File: config.mk
export PLATFORM = sky130hd
export DESIGN_NAME = led_cmd_parser
export DESIGN_NICKNAME = d
export VERILOG_FILES = /design/src/rtl/led_cmd_parser.sv
export SDC_FILE = /design/constraint.sdc
export NUM_CORES = 1
export LEC_CHECK = 0
export ABC_CLOCK_PERIOD_IN_PS = 4300
export BUFFER_PORTS_ARGS = -buffer_cell sky130_fd_sc_hd__buf_2
export CORE_MARGIN = 5
export CORE_UTILIZATION = 46
export DETAILED_ROUTE_END_ITERATION = 16
export PLACE_DENSITY_LB_ADDON = 0.25
export SETUP_SLACK_MARGIN = 0.5
export SLEW_MARGIN = 20
export SYNTH_ARGS = -nofsm -noshare
export SYNTH_HDL_FRONTEND = slang
export SYNTH_SLANG_ARGS = --single-unit
File: constraint.sdc
create_clock -name clk -period 4.3 [get_ports clk]
set_input_delay 0.215 -clock clk [delete_from_list [all_inputs] [get_ports clk]]
set_output_delay 0.215 -clock clk [all_outputs]
set_load 0.01 [all_outputs]
File: src/rtl/led_cmd_parser.sv
// LED panel command parser: buffers UART bytes in a small FIFO, decodes panel opcodes and
// presents one frame-buffer write at a time over a valid/ready handshake.
module led_cmd_parser #(
  parameter int DEPTH          = 4,
  parameter int TIMEOUT_CYCLES = 4096
) (
  input  logic       clk,
  input  logic       reset_n,
  input  logic [7:0] rx_data,
  input  logic       rx_dv,
  input  logic       fb_ready,
  input  logic       ovf_clr,
  output logic       fb_we,
  output logic [1:0] fb_op,
  output logic [3:0] fb_col,
  output logic [3:0] fb_row,
  output logic [2:0] rgb,
  output logic       overflow,
  output logic       cmd_err,
  output logic       busy
);

  localparam int AW = (DEPTH > 1) ? $clog2(DEPTH) : 1;
  localparam int CW = AW + 1;
  localparam logic [15:0] TMO_LAST = 16'(TIMEOUT_CYCLES - 1);

  typedef enum logic {
    ST_IDLE = 1'b0,
    ST_ARG  = 1'b1
  } state_t;

  logic [7:0]    mem_q [DEPTH];
  logic [AW-1:0] wr_ptr_q, wr_ptr_d;
  logic [AW-1:0] rd_ptr_q, rd_ptr_d;
  logic [CW-1:0] count_q, count_d;
  logic          overflow_q, overflow_d;

  state_t        state_q, state_d;
  logic [1:0]    op_q, op_d;
  logic [15:0]   tmo_q, tmo_d;
  logic          fb_we_q, fb_we_d;
  logic [1:0]    fb_op_q, fb_op_d;
  logic [3:0]    fb_col_q, fb_col_d;
  logic [3:0]    fb_row_q, fb_row_d;
  logic [2:0]    rgb_q, rgb_d;
  logic          cmd_err_q, cmd_err_d;

  logic       fifo_empty, fifo_full;
  logic       pop, push, drop;
  logic [7:0] byte_out;

  assign fifo_empty = (count_q == '0);
  assign fifo_full  = (count_q == CW'(DEPTH));
  // A stalled write blocks decoding so its fields stay stable until accepted.
  assign pop        = !fifo_empty && (!fb_we_q || fb_ready);
  assign push       = rx_dv && (!fifo_full || pop);
  assign drop       = rx_dv && fifo_full && !pop;
  assign byte_out   = mem_q[rd_ptr_q];

  always_ff @(posedge clk) begin
    if (push) begin
      mem_q[wr_ptr_q] <= rx_data;
    end
  end

  always_comb begin
    wr_ptr_d   = push ? wr_ptr_q + AW'(1) : wr_ptr_q;
    rd_ptr_d   = pop  ? rd_ptr_q + AW'(1) : rd_ptr_q;
    count_d    = count_q;
    overflow_d = overflow_q;
    case ({push, pop})
      2'b10:   count_d = count_q + CW'(1);
      2'b01:   count_d = count_q - CW'(1);
      default: count_d = count_q;
    endcase
    if (drop) begin
      overflow_d = 1'b1;
    end else if (ovf_clr) begin
      overflow_d = 1'b0;
    end
  end

  always_comb begin
    state_d   = state_q;
    op_d      = op_q;
    tmo_d     = tmo_q;
    fb_we_d   = fb_we_q;
    fb_op_d   = fb_op_q;
    fb_col_d  = fb_col_q;
    fb_row_d  = fb_row_q;
    rgb_d     = rgb_q;
    cmd_err_d = 1'b0;

    if (fb_we_q && fb_ready) begin
      fb_we_d = 1'b0;
    end

    if (pop) begin
      case (state_q)
        ST_IDLE: begin
          case (byte_out[7:4])
            4'h0: rgb_d = byte_out[2:0];
            4'h1: begin
              state_d = ST_ARG;
              op_d    = 2'b01;
              tmo_d   = '0;
            end
            4'h2: begin
              state_d = ST_ARG;
              op_d    = 2'b10;
              tmo_d   = '0;
            end
            4'h3: begin
              fb_we_d  = 1'b1;
              fb_op_d  = 2'b11;
              fb_col_d = 4'h0;
              fb_row_d = 4'h0;
            end
            4'hF: begin
              state_d = ST_IDLE;
            end
            default: cmd_err_d = 1'b1;
          endcase
        end
        default: begin
          // Any byte is accepted as the argument, including 0xFx.
          fb_we_d  = 1'b1;
          fb_op_d  = op_q;
          fb_col_d = byte_out[7:4];
          fb_row_d = byte_out[3:0];
          state_d  = ST_IDLE;
        end
      endcase
    end else if (state_q == ST_ARG) begin
      if (tmo_q == TMO_LAST) begin
        state_d   = ST_IDLE;
        cmd_err_d = 1'b1;
        tmo_d     = '0;
      end else begin
        tmo_d = tmo_q + 16'd1;
      end
    end
  end

  always_ff @(posedge clk or negedge reset_n) begin
    if (!reset_n) begin
      wr_ptr_q   <= '0;
      rd_ptr_q   <= '0;
      count_q    <= '0;
      overflow_q <= 1'b0;
      state_q    <= ST_IDLE;
      op_q       <= 2'b00;
      tmo_q      <= '0;
      fb_we_q    <= 1'b0;
      fb_op_q    <= 2'b00;
      fb_col_q   <= 4'h0;
      fb_row_q   <= 4'h0;
      rgb_q      <= 3'b011;
      cmd_err_q  <= 1'b0;
    end else begin
      wr_ptr_q   <= wr_ptr_d;
      rd_ptr_q   <= rd_ptr_d;
      count_q    <= count_d;
      overflow_q <= overflow_d;
      state_q    <= state_d;
      op_q       <= op_d;
      tmo_q      <= tmo_d;
      fb_we_q    <= fb_we_d;
      fb_op_q    <= fb_op_d;
      fb_col_q   <= fb_col_d;
      fb_row_q   <= fb_row_d;
      rgb_q      <= rgb_d;
      cmd_err_q  <= cmd_err_d;
    end
  end

  assign fb_we    = fb_we_q;
  assign fb_op    = fb_op_q;
  assign fb_col   = fb_col_q;
  assign fb_row   = fb_row_q;
  assign rgb      = rgb_q;
  assign overflow = overflow_q;
  assign cmd_err  = cmd_err_q;
  assign busy     = !fifo_empty || (state_q != ST_IDLE) || fb_we_q;

endmodule

==> metrics.txt <==
kind of path behind the tightest hold check=input pin to flip-flop; IO Pins=30; Max-cap violations=0; initial standard-cell utilization of the core=0.4652; number of antenna violations at the first check in global routing=0; horizontal die dimension=around 95 um; post-place instance area=3562 sq um; most common cell after layout, fill and taps aside=dfrtp_1; final antenna diode count=0; CP max-delay cell=a2bb2oi_2; Total Power Consumption=2.541 mW; min Tclk post-route=3.177 ns; PnR worst setup slack=1.123 ns; endpoint arrival time on the critical path=3.40 ns; placed wire-length estimate after detailed placement=~4300 um; initial drt markers=77; total nets after synthesis=about 280; leakage power total=1.487 nW; Max stage delay on crit path=0.64 ns; Clk Tree Root Cell=clkbuf_8; share of the yosys chip area belonging to registers=0.6034; Vias=roughly 2200; Pwr Density=approximately 670 nW/um^2; startpoint types=flip-flop; clock sink total=74; setup total negative slack=0 ns; required time of the critical path=about 4.5 ns; number of flip-flops and latches in the synthesized netlist=between 70 and 80; unrepaired setup endpoints after global routing=false; wire length per cell after detailed routing=15.98 um; largest vdd supply drop=0.2885 mV; CTS tree=built; number of clock buffers inserted by TritonCTS=9; leading post-synthesis cells by cell area=dfrtp_1, edfxtp_1, o21ai_0, mux4_2, mux4_1; via density per instance=roughly 5.4; Worst setup endpoint=tmo_q[13]; vertical die dimension=95.19 um; minimum setup slack among reg-to-reg paths=1.12 ns; DIE AREA=a little over 9000 sq um; post-synthesis cell area=roughly 3300 sq um; area of the core region=7176 sq um; total DRC errors in the routed layout=0; depth of the worst register-to-register path=8; largest net degree at the start of global routing=43; H-tree depth=3; primary flip-flop cell chosen by synthesis mapping=dfrtp_1; post-CTS clock slew at the launch and capture registers of the worst setup and hold paths=0.08 ns; Port Buffer Count=29; wire length of the first global-routing pass=10740 um; final max-slew violation count=0; clock insertion delay at the later pin of the skew report=~0.35 ns; utilization after layout=0.5261; Clock Skews=0.009559 ns; result of the run=completed; Slew HR=0.4655; Detail Route Antenna Nets=0; endpoint kind of the worst setup timing path=flip-flop; library cell with the largest summed area after synthesis=dfrtp_1; gpl congestion=~0.81; setup slack at placement=approximately 1.2 ns; number of iterations in the first detailed-routing pass=4; endpoint of the most critical register-to-register path=tmo_q[13]; total gr overflow=0; Total Nets Final=about 320; start point of the critical path=count_q[0]; async set-reset flop share out of synthesis=0.5676; total of warnings raised by yosys=0; EDFF count, synth=32; fraction of final layout cells sized beyond drive strength 1=0.2093; global routing usage summed across all routing layers=0.1576; vias in the first global route=around 2200; count of mapped cells out of synthesis=262; chain of cells forming the critical path=or3_1, nand2_1, inv_1, ha_1, nor3_2, a2bb2oi_2, or2_1, o21ai_0; maximum buffer depth of the clock tree=2; commonest cells after routing, fill and taps aside=dfrtp_1, edfxtp_1, buf_2, o21ai_0, nand2_1; Placement Rows=31; actual transition at the worst max-transition pin=0.8011 ns; area grow syn2layout=13.08%; fin crit share=0.7388; final number of hold-violating endpoints=0; distinct cell type count after synthesis=50; fmax=314.8 MHz; path type of the worst setup path=flip-flop to flip-flop; count of final setup violators=0; Critical Path Fanout Max=22; total wire length after detailed routing=6392 um; final instance area=3775 sq um; buffers inserted during post-CTS setup optimization=0; average footprint of a synthesized cell=12.74 sq um; startpoint of the most critical register-to-register path=count_q[0]; fraction of synthesized cell area taken by the top area cell type=0.2999
synthesized netlist by cell type (3+ instances only):
cell and number:
ha_1 6, or3_1 3, a21oi_1 11, nor4_1 3, o21ai_0 24, edfxtp_1 32, nand3_1 12, o31ai_1 3
nor2_1 13, a22o_1 8, dfrtp_1 40, mux2_2 3, xnor2_1 5, inv_1 15, nand4_1 4, nand2_1 16
or4_1 4, mux4_2 5, mux4_1 3, nor3_1 6, nand2b_1 5, and2_1 4
worst min path at each step:
stage                     endpoint  cells after the start     from
after floorplan            cmd_err                      0  reset_n
after global placement    tmo_q[1]                      1  reset_n
after detailed placement  tmo_q[0]                      1  reset_n
after CTS                 tmo_q[0]                      1  reset_n
after global routing      overflow                      2  ovf_clr
final                     overflow                      2  ovf_clr
cell families (layout without fill, tap and decap cells):
| kind of cell | after synthesis | count (layout) | share of synthesized area |
|---|---|---|---|
| DFF | 74 | 74 | 0.6034 |
| adders and majority gates | 7 | 7 | 0.02849 |
| xor gates and xnor gates | 6 | 6 | 0.01799 |
| muxes | 12 | 12 | 0.07047 |
| buffers and inverters | 23 | 62 | 0.03261 |
| and+or+nand+nor | 81 | 81 | 0.1334 |
| AOI/OAI and AO/OA | 59 | 59 | 0.1136 |
registers in the layout, indices dropped and copies added (netlist names), 2 cells and up:
name and count:
mem_q 32, fb_col 4, fb_op 2, rd_ptr_q 2, count_q 3, rgb 3, op_q 2, tmo_q 16
fb_row 4, wr_ptr_q 2
report_power, final:
part	internal [mW]	switching, mW	leakage, nW
clock	0.272	0.278	0.0979
sequential	0.953	0.165	0.828
combinational	0.379	0.495	0.562
per-layer routing:
layer	routed length, um	track usage	vias to the layer above
met5	0	0	-
met4	110	0.06490	0
met3	183	0.04104	9
met2	3282	0.2636	26
met1	2815	0.1937	1097
li1	-	-	1047
layout make-up:
cell class | count | area (sq um)
fillers | 616 | 3401
flip-flops and latches | 74 | 2014
multi-input cells | 165 | 1215
repair buffers | 31 | 165.2
clock buffers | 9 | 123.9
well taps | 99 | 123.9
clock inverters | 7 | 76.32
inverters | 15 | 56.30
worst max-delay path: cells and delay by family (launching register included):
family / cells / cell delay [ns]
flip-flops: 1 / 0.42
adder cells (fa/ha/maj): 1 / 0.47
AO/OA/AOI/OAI: 2 / 0.78
buffers and inverters: 1 / 0.32
AND/OR/NAND/NOR: 4 / 1.05
metrics by stage:
step / hold WS, ns / cells
detailed placement: 0.4191 / 383
global placement: 0.4070 / 383
CTS: 0.02964 / 399
finish: 0.05668 / 400
global route: 0.05582 / 400
floorplan: -0.08059 / 262
timing repair:
| item | 4_1_cts | 5_1_grt |
|---|---|---|
| endpoints found under the hold margin | 0 | 40 |
| hold buffers | 0 | 1 |
| resized for setup | 0 | 0 |
Note: power is estimated with default switching activity, not from simulation.
